<file path="src/rtl/sar_converter_ctrl_pkg.sv">
// Shared SAR definitions: phase encodings common to the converter and conversion timer,
// plus a counter-sizing helper.
package sar_converter_ctrl_pkg;

  typedef enum logic [1:0] {
    PH_IDLE    = 2'b00,
    PH_SAMPLE  = 2'b01,
    PH_CONVERT = 2'b10,
    PH_DONE    = 2'b11
  } sarPhaseT;

  // Bits needed to hold 0..maxVal, never less than one.
  function automatic int cntWidth(input int maxVal);
    return (maxVal < 2) ? 1 : $clog2(maxVal + 1);
  endfunction

endpackage

</file>
<file path="src/rtl/sar_converter_ctrl.sv">
// SAR conversion controller: sample, binary-search convert, done pulse; single-step DAC tracking in idle.
// Done rises SAMPLE_CYCLES+NBITS+1 cycles after the Start edge; Start while busy is dropped, never queued.
module sar_converter_ctrl
  import sar_converter_ctrl_pkg::*;
#(
  parameter int NBITS         = 8,
  parameter int SAMPLE_CYCLES = 4
) (
  input  logic             ClockT,
  input  logic             Reset,
  input  logic             Start,
  input  logic             TrackEn,
  input  logic             CompIn,
  output logic [1:0]       StateP,
  output logic             Inc,
  output logic             Dcr,
  output logic [NBITS-1:0] DacCode,
  output logic [NBITS-1:0] Result,
  output logic             Done,
  output logic             Busy
);

  localparam int SW = cntWidth(SAMPLE_CYCLES - 1);
  localparam int BW = cntWidth(NBITS - 1);
  localparam logic [SW-1:0]    SampleLast = SW'(SAMPLE_CYCLES - 1);
  localparam logic [BW-1:0]    LastIdx    = BW'(NBITS - 1);
  localparam logic [NBITS-1:0] MsbCode    = {1'b1, {(NBITS-1){1'b0}}};

  sarPhaseT         state, stateNxt;
  logic [SW-1:0]    sampleCnt, sampleCntNxt;
  logic [BW-1:0]    bitIdx, bitIdxNxt;
  logic [NBITS-1:0] dacNxt, resultNxt;
  logic             incNxt, dcrNxt, doneNxt;

  assign StateP = state;
  assign Busy   = (state != PH_IDLE);

  always_ff @(posedge ClockT) begin
    if (Reset) begin
      state     <= PH_IDLE;
      sampleCnt <= '0;
      bitIdx    <= '0;
      DacCode   <= '0;
      Result    <= '0;
      Inc       <= 1'b0;
      Dcr       <= 1'b0;
      Done      <= 1'b0;
    end else begin
      state     <= stateNxt;
      sampleCnt <= sampleCntNxt;
      bitIdx    <= bitIdxNxt;
      DacCode   <= dacNxt;
      Result    <= resultNxt;
      Inc       <= incNxt;
      Dcr       <= dcrNxt;
      Done      <= doneNxt;
    end
  end

  always_comb begin
    stateNxt     = state;
    sampleCntNxt = sampleCnt;
    bitIdxNxt    = bitIdx;
    dacNxt       = DacCode;
    resultNxt    = Result;
    incNxt       = 1'b0;
    dcrNxt       = 1'b0;
    doneNxt      = 1'b0;
    case (state)
      PH_IDLE: begin
        // Start wins over tracking; tracking saturates at both ends.
        if (Start) begin
          stateNxt     = PH_SAMPLE;
          sampleCntNxt = '0;
        end else if (TrackEn) begin
          if (CompIn) begin
            if (!(&DacCode)) begin
              dacNxt = DacCode + 1'b1;
              incNxt = 1'b1;
            end
          end else if (|DacCode) begin
            dacNxt = DacCode - 1'b1;
            dcrNxt = 1'b1;
          end
        end
      end
      PH_SAMPLE: begin
        if (sampleCnt == SampleLast) begin
          stateNxt  = PH_CONVERT;
          dacNxt    = MsbCode;
          bitIdxNxt = LastIdx;
        end else begin
          sampleCntNxt = sampleCnt + 1'b1;
        end
      end
      PH_CONVERT: begin
        if (!CompIn) dacNxt[bitIdx] = 1'b0;
        if (bitIdx != '0) begin
          dacNxt[bitIdx - 1'b1] = 1'b1;
          bitIdxNxt = bitIdx - 1'b1;
        end else begin
          stateNxt  = PH_DONE;
          resultNxt = dacNxt;
          doneNxt   = 1'b1;
        end
      end
      PH_DONE: stateNxt = PH_IDLE;
      default: stateNxt = PH_IDLE;
    endcase
  end

endmodule

</file>
<file path="config.mk">
export PLATFORM = sky130hd
export DESIGN_NAME = sar_converter_ctrl
export DESIGN_NICKNAME = d
export VERILOG_FILES = /design/src/rtl/sar_converter_ctrl_pkg.sv /design/src/rtl/sar_converter_ctrl.sv
export SDC_FILE = /design/constraint.sdc
export NUM_CORES = 1
export LEC_CHECK = 0
export CORE_ASPECT_RATIO = 1.75
export CORE_MARGIN = 2
export CORE_UTILIZATION = 42
export DETAILED_ROUTE_END_ITERATION = 12
export PLACE_DENSITY = 0.75
export SLEW_MARGIN = 25
export SYNTH_ARGS = -nofsm -noshare
export SYNTH_HDL_FRONTEND = slang
export SYNTH_SLANG_ARGS = --single-unit
</file>
<file path="constraint.sdc">
create_clock -name ClockT -period 2.2 [get_ports ClockT]
set_input_delay 0.22 -clock ClockT [delete_from_list [all_inputs] [get_ports ClockT]]
set_output_delay 0.22 -clock ClockT [all_outputs]
set_load 0.02 [all_outputs]
</file>
Word-level counts from Yosys, hierarchy flattened
Index checks and enable logic that the tools add are counted.
Operators by class
  add/sub/neg operators: 4
  order comparisons: 4
  equal/unequal tests: 13
  mux-type cells: 27
  bitwise logic cells: 8
  reduce and logical (&&, ||, !) cells: 18
Operators by type and width (number)
  $mux 8: 9
  $pmux 8 s3: 1
  $ne 2x2->1 const B: 7
  $mux 2: 5
  $reduce_or 5->1: 2
  $reduce_and 3->1: 3
  $add 8x1->8 const B: 1
  $and 8x8->8: 1
  $lt 3x4->1 const B: 2
  $not 8->8: 1
  $or 8x8->8: 1
  $pmux 2 s4: 1
  $reduce_and 8->1: 1
  $reduce_or 8->1: 1
  $sub 8x1->8 const B: 1
  $demux 1 s3: 2
  $eq 2x2->1 const B: 3
  $ge 3x1->1 const B: 2
  $mux 3: 2
  $ne 3x3->1 const B: 2
  $pmux 3 s2: 1
  $reduce_and 6->1: 1
  $reduce_bool 2->1: 3
  $reduce_bool 3->1: 2
  10 further kinds: 19
Storage, ports and cells
  bits in registers: 26
  bits of input ports: 5
  output and inout port bits: 22
  logic and storage cells: 82

Longest topological paths before layout
Gate-level depths: netlist of run 1.
  depth in word-level cells: 11
  depth in mapped cells: 9
  mapped depth without buffers: 7

Least setup slack after synthesis of run 1
No wires, ideal clock.
  path kind: flip-flop to flip-flop
  start point: register state[1] (netlist: StateP[1])
  end point: register DacCode[5]
  setup time: 0.133 ns
  arrival: 1.879 ns
  data required time: 2.067 ns
  setup slack: 0.188 ns
  cell stages (with the launch flop): 10
  buffers on the path: 2
  period minus slack after synthesis: 2.012 ns
  cells stage by stage: dfxtp_1 -> inv_1 -> ha_1 -> and2b_1 -> nor4b_1 -> o21a_1 -> buf_6 -> or2_1 -> buf_6 -> a311oi_2
Between the ends
  longest elaborated chain between the ends: 3
  elaborated cells on any way between the ends: 11
  classes of those cells: eq/ne: 7; mux: 1; reduce/logical: 3
RTL lines
  from (decl): RTL line sar_converter_ctrl.sv:29  | sarPhaseT state, stateNxt;
  from (signal assigned): RTL line sar_converter_ctrl.sv:49  | state <= stateNxt;
  $eq 2x1->1, or another cell as far along: RTL line sar_converter_ctrl.sv:69  | case (state)
  $ne 2x2->1 (no source line), or another cell as far along
  $reduce_and 6->1 (no source line)
  to (signal assigned): RTL line sar_converter_ctrl.sv:52  | DacCode <= dacNxt;
  to (decl): RTL line sar_converter_ctrl.sv:17  | output logic [NBITS-1:0] DacCode,
Parallel ways exist; a longest one is shown, timed or not.
A chain may end at the register's enable or synchronous reset.

Worst setup path in the final report of run 1
  start point: register state[1] (netlist: StateP[1])
  end point: register DacCode[6]
Same word-level chain as after synthesis.

==> insert_results.sql, run 1 <==
INSERT INTO impl_metrics (metric_group, metric, value, unit) VALUES
('cts', 'tritoncts_buffer_count', '3', ''),
('setup_path', 'worstPathRequired', '2340', 'ps'),
('setup_path', 'critPathMaxStageDelay', '380', 'ps'),
('floorplanning', 'fp-row-count', '31', ''),
('logic_synthesis', 'synth_compound_gate_area_share', '30.15', '%'),
('hold_path', 'hold_path_class', 'reg -> reg', ''),
('layout', 'leading_cell_type_in_the_layout_fill_and_taps_excluded', 'a21oi_1', ''),
('layout', 'seq_area', '520.5', 'sq um'),
('setup_path', 'critical_path.top_delay_family', 'simple AND/OR/NAND/NOR gates', ''),
('cts', 'cts.sinks', '26', ''),
('logic_synthesis', 'synth_top_area_share', '29.03', '%'),
('timing', 'finalSetupViolations', '0', ''),
('cts', 'cts_setup_buffers', '0', ''),
('drt', 'met3RoutedLength', '144', 'um'),
('logic_synthesis', 'synth_xor_area_share', '1.465', '%'),
('logic_synthesis', 'ys_types', '45', ''),
('logic_synthesis', 'post-synth-top-area-cell', 'dfxtp_1', ''),
('logic_synthesis', 'syn-instance-count', '228', ''),
('setup_path', 'critPathKind', 'reg -> reg', ''),
('pwr', 'vdd_drop_max', '0.7349', 'mV'),
('placement', 'dpl_cell_area', '2178', 'sq um'),
('setup_path', 'start_kind', 'flip-flop', ''),
('placement', 'io_buffers', '26', ''),
('floorplanning', 'ioPinCount', '27', ''),
('setup_path', 'end_kind', 'flip-flop', ''),
('cts', 'clk_path_buf_depth', '2', ''),
('layout', 'share_of_cells_above_drive_strength_1', '9.811', '%'),
('logic_synthesis', 'synth.area.top_cells', 'dfxtp_1, a21oi_1, ha_1, nor2_1, o31ai_1', ''),
('logic_synthesis', 'synthesis.nets', '248', ''),
('grt', 'grt_start_max_net_pins', '19', ''),
('layout', 'layout.nets', '286', ''),
('floorplanning', 'floorplan.initialDensity', '43.61', '%'),
('timing', 'tns', '0', 'ps'),
('timing', 'shortest_clock_period_the_worst_path_allows_after_layout', '2030', 'ps'),
('run', 'drv_cap', '0', ''),
('drt', 'drc', '0', ''),
('pwr', 'seqPwrFrac', '24.4', '%'),
('floorplanning', 'design.core.area', '4111', 'sq um'),
('logic_synthesis', 'synth.mux.area_fraction', '1.186', '%'),
('drt', 'final_antenna_net_count', '0', ''),
('setup_path', 'critical-path-slowest-cell', 'dfxtp_1', ''),
('status', 'outcome', 'finished, final reports clean', ''),
('pwr', 'net_switching', '1.495', 'mW'),
('layout', 'footprint_of_the_multi_input_gates', '1179', 'sq um'),
('timing', 'worstMarginPinSlew', '429.4', 'ps'),
('logic_synthesis', 'synth_enable_flop_cells', '0', ''),
('layout', 'syn2layout_area_growth', '25.47', '%'),
('drt', 'route.detailed.wl_per_inst', '15.13', 'um'),
('logic_synthesis', 'synth_area_per_cell', '7.864', 'sq um'),
('drt', 'wl_met1', '1.834', 'mm'),
('logic_synthesis', 'synth-async-reset-ratio', '0', '%'),
('cts', 'holdBufCountCts', '0', ''),
('layout', 'n_fill_cell', '406', ''),
('drt', 'drt_first_iter_violations', '60', ''),
('pwr', 'power.density', '1418', 'nW/um^2'),
('timing', 'hold_viol', '0', ''),
('logic_synthesis', 'synth.cell_area', '1793', 'sq um'),
('cts', 'cts.repair.resized', '0', ''),
('grt', 'grt_pass1_vias', '1877', ''),
('logic_synthesis', 'synth_simple_gate_area_share', '22.05', '%'),
('grt', 'grt_use_total', '21.75', '%'),
('floorplanning', 'die-height', '90.44', 'um'),
('pwr', 'power.leakage', '0.8665', 'nW'),
('timing', 'rsz_0062_raised_after_global_routing', 'false', ''),
('cts', 'clock_insertion_delay_worst_skew', '280', 'ps'),
('grt', 'overall_overflow_remaining_after_global_route', '0', ''),
('drt', 'top_layer_used', 'met4', ''),
('timing', 'min_period_over_period', '92.25', '%'),
('pwr', 'internal-power', '1.694', 'mW'),
('pwr', 'combinationalPowerShare', '63.2', '%'),
('logic_synthesis', 'synth_top_family_by_area', 'compound AO/OA/AOI/OAI gates', '');
[worst paths after layout]
kind / from / endpoint / slack, ps / cells after the start
max: StateP[1]$_SDFFE_PP0P_ / DacCode[6]$_SDFFE_PP0P_ / 170 / 7
min: Result[5]$_SDFFE_PP0P_ / Result[5]$_SDFFE_PP0P_ / 470 / 2
max reg2reg: StateP[1]$_SDFFE_PP0P_ / DacCode[6]$_SDFFE_PP0P_ / 170 / 7
min reg2reg: Result[5]$_SDFFE_PP0P_ / Result[5]$_SDFFE_PP0P_ / 470 / 2
[cell usage after synthesis (all sizes together), types with 3 or more instances]
library cell  count
o31ai             7
inv              12
a211oi            3
a21oi            38
o21ai            17
nand2b            5
nand2             8
nor2b             6
nor2             25
dfxtp            26
buf               3
nand3             5
o211ai            5
o21a              4
nor3              6
nor4              3
nand4             6
ha               14
clkbuf            5
[power by group through the flow]
stage / registers (mW) / clock network, mW / logic, mW
finish: 0.778 / 0.396 / 2.02
global route: 0.799 / 0.431 / 2.23
CTS: 0.774 / 0.407 / 2.00
detailed placement: 0.787 / 0 / 1.99
global placement: 0.786 / 0 / 1.97
floorplan: 0.832 / 0 / 1.31
[routing by layer]
layer	GRT usage, %	up-vias
li1	-	918
met1	22.42	870
met2	38.79	60
met3	2.483	21
met4	13.46	0
met5	0	-
[state kept, by name (all words and copies together), names as in the netlist]
register	cells
Done	1
Dcr	1
bitIdx	3
DacCode	8
sampleCnt	2
StateP	2
Result	8
Inc	1
[worst register-to-register path: stages, from the launching register on]
cell and delay [ps]:
dfxtp_1 380, inv_1 110, ha_1 210, and2b_1 230, nor4b_1 270, o21a_1 180, or2_1 340, a311oi_2 160
[stage by stage]
step / hold WS, ps / setup WS (ps) / std cells / util [%]
6_report: 466.2 / 170.4 / 314 / 54.72
5_1_grt: 507.4 / 14.49 / 314 / 54.72
4_1_cts: 469.4 / 168.3 / 314 / 54.72
3_5_place_dp: 446.5 / -107.6 / 310 / 52.98
3_3_place_gp: 451.3 / -43.86 / 310 / 52.98
2_1_floorplan: 375.5 / 188.0 / 228 / -
[kinds of logic after synthesis]
logic type / after synthesis
compound gates: 86
xor+xnor: 3
fa+ha+maj: 15
buf+inv: 20
flops: 26
mux: 2
simple gates: 76
[cell type report]
cell class | instances | share of cell area, %
clock buffers | 3 | 1.835
clock inverters | 1 | 1.335
inverters | 12 | 2.002
multi-input cells | 182 | 52.39
flip-flops and latches | 26 | 23.14
well taps | 49 | 2.725
repair buffers | 41 | 16.57
Note: power is estimated with default switching activity, not from simulation.
==> run 2: changes to the inputs <==
Settings changed: CORE_ASPECT_RATIO 1.75 to 0.75, PLACE_DENSITY 0.75 to default, PLACE_DENSITY_LB_ADDON from default to 0.2.
==> insert_results.sql, run 2 (synthesized netlist as in run 1, its figures left out) <==
INSERT INTO impl_metrics (metric_group, metric, value, unit) VALUES
('pwr', 'power.leakage', '0.8613', 'nW'),
('timing', 'rsz_0062_raised_after_global_routing', 'false', ''),
('grt', 'overall_overflow_remaining_after_global_route', '0', ''),
('floorplanning', 'die_w', '79.45', 'um'),
('cts', 'cts.repair.resized', '0', ''),
('cts', 'tritoncts', 'yes', ''),
('setup_path', 'critPathKind', 'in -> reg', ''),
('setup_path', 'reg2regPathDepth', '7', ''),
('layout', 'syn2layout_area_growth', '25.47', '%'),
('drt', 'drt_first_iter_violations', '104', ''),
('placement', 'io_buffers', '26', ''),
('setup_path', 'critical_path_arrival', '2220', 'ps'),
('timing', 'fmax', '0.4928', 'GHz'),
('hold_path', 'hold_path_class', 'reg -> reg', ''),
('drt', 'final_antenna_net_count', '0', ''),
('drt', 'total_length_of_routed_wires', '4.623', 'mm'),
('pwr', 'vdd_drop_max', '0.6862', 'mV'),
('floorplanning', 'fp-row-count', '20', ''),
('floorplanning', 'ioPinCount', '27', ''),
('setup_path', 'start_kind', 'primary input', ''),
('placement', 'total_instance_count_after_detailed_placement', '315', ''),
('setup_path', 'worst-path-max-fanout', '4', ''),
('grt', 'grt_start_max_net_pins', '19', ''),
('cts', 'cts_root_buf', 'clkbuf_8', ''),
('timing', 'hold_viol', '0', ''),
('timing', 'worstMarginPinSlew', '411.4', 'ps'),
('cts', 'clock_insertion_delay_worst_skew', '270', 'ps'),
('layout', 'layout.nets', '285', ''),
('drt', 'route.detailed.wl_per_inst', '14.49', 'um'),
('floorplanning', 'design.core.area', '4079', 'sq um'),
('cts', 'tritoncts_buffer_count', '3', ''),
('floorplanning', 'floorplan.initialDensity', '43.96', '%'),
('layout', 'leading_cell_type_in_the_layout_fill_and_taps_excluded', 'a21oi_1', ''),
('placement', 'routabilityCongestion', '0.9108', ''),
('timing', 'timing.slew.headroom', '72.41', '%'),
('grt', 'grt_pass1_wl', '7.921', 'mm'),
('layout', 'share_of_cells_above_drive_strength_1', '9.470', '%'),
('cts', 'cts_setup_buffers', '0', ''),
('cts', 'clk_path_buf_depth', '2', ''),
('layout', 'final_util', '55.15', '%'),
('drt', 'detailedRoute.firstPassIterationCount', '4', ''),
('timing', 'final-max-slew-violation-count', '0', ''),
('timing', 'tns', '0', 'ps'),
('setup_path', 'end_kind', 'flip-flop', ''),
('timing', 'shortest_clock_period_the_worst_path_allows_after_layout', '2029', 'ps'),
('drt', 'viasPerCell', '5.586', ''),
('layout', 'stdcell_count', '319', ''),
('timing', 'min_period_over_period', '92.25', '%'),
('layout', 'most-common-layout-cells', 'a21oi_1, dfxtp_1, clkdlybuf4s50_1', ''),
('placement', 'dp_hpwl', '3.632', 'mm'),
('pwr', 'power.density', '1416', 'nW/um^2'),
('drt', 'drc', '0', ''),
('grt', 'grt_use_total', '21.14', '%'),
('floorplanning', 'die_footprint', '4813', 'sq um'),
('timing', 'post_route_skew', '3.402', 'ps'),
('grt', 'antenna_found_initial', '0', ''),
('grt', 'grt_pass1_vias', '1597', ''),
('setup_path', 'worstPathRequired', '2390', 'ps'),
('status', 'outcome', 'finished, final reports clean', ''),
('layout', 'diodes_inserted', '0', ''),
('cts', 'holdBufCountCts', '0', ''),
('layout', 'biggestRegsByFlops', 'DacCode x8, Result x8, bitIdx x3', ''),
('cts', 'clk_pin_slew', '90', 'ps'),
('hold_path', 'min_path_cells', '2', ''),
('cts', 'cts.sinks', '26', ''),
('cts', 'clock_tree.htree_level_count', '1', ''),
('drt', 'vias', '1782', ''),
('floorplanning', 'die-height', '60.59', 'um'),
('timing', 'finalSetupViolations', '0', ''),
('run', 'drv_cap', '0', '');
## run 2: changes by cell type in the layout (fill, tap and decap cells not counted), sizes merged
cell	previous run	this run
buf	15	14
## run 2: path summary, 6_finish.rpt
kind                               start  slack, ps                      end
setup reg to reg  StateP[1]$_SDFFE_PP0P_        190  DacCode[5]$_SDFFE_PP0P_
hold / removal    Result[4]$_SDFFE_PP0P_        460   Result[4]$_SDFFE_PP0P_
setup / recovery                  CompIn        170  DacCode[6]$_SDFFE_PP0P_
hold reg to reg   Result[4]$_SDFFE_PP0P_        460   Result[4]$_SDFFE_PP0P_
## run 2: final cells by class
| cell class | count | area [sq um] |
|---|---|---|
| clock inverter | 1 | 30.03 |
| fill | 385 | 1829 |
| tap | 55 | 68.82 |
| sequential | 26 | 520.5 |
| timing repair buffer | 40 | 365.4 |
| inverter | 12 | 45.04 |
| multi-input combinational | 182 | 1179 |
| clock buffer | 3 | 41.29 |
## run 2: critical path, stage by stage
cell	delay, ps
clkdlybuf4s50_1	470
inv_1	90
fa_1	440
a211oi_1	280
o21bai_1	150
o41a_1	340
a311oi_2	220
## run 2: metrics by stage
stage               setup slack (ps)  hold slack, ps  instance area, sq um  total power [mW]
floorplan                      188.0           375.5                  1793             2.142
global placement              -63.37           446.9                  2178             2.744
detailed placement            -92.16           448.5                  2178             2.765
CTS                            190.2           461.7                  2250             3.171
global route                   32.02           480.7                  2250             3.464
finish                         170.6           460.2                  2250             3.186
## run 2: routing by layer
layer | up-vias | part of all wire, % | global-route usage (%)
li1 | 923 | - | -
met1 | 818 | 52 | 31.72
met2 | 39 | 41 | 31.81
met3 | 2 | 5.9 | 4.762
met4 | 0 | 0.41 | 2.956
met5 | - | 0 | 0
## run 2: power by group
part	internal, mW	leakage (nW)	switching, mW
clock network	0.243	0.0357	0.154
logic	0.848	0.613	1.16
registers	0.594	0.213	0.189
total	1.69	0.861	1.50
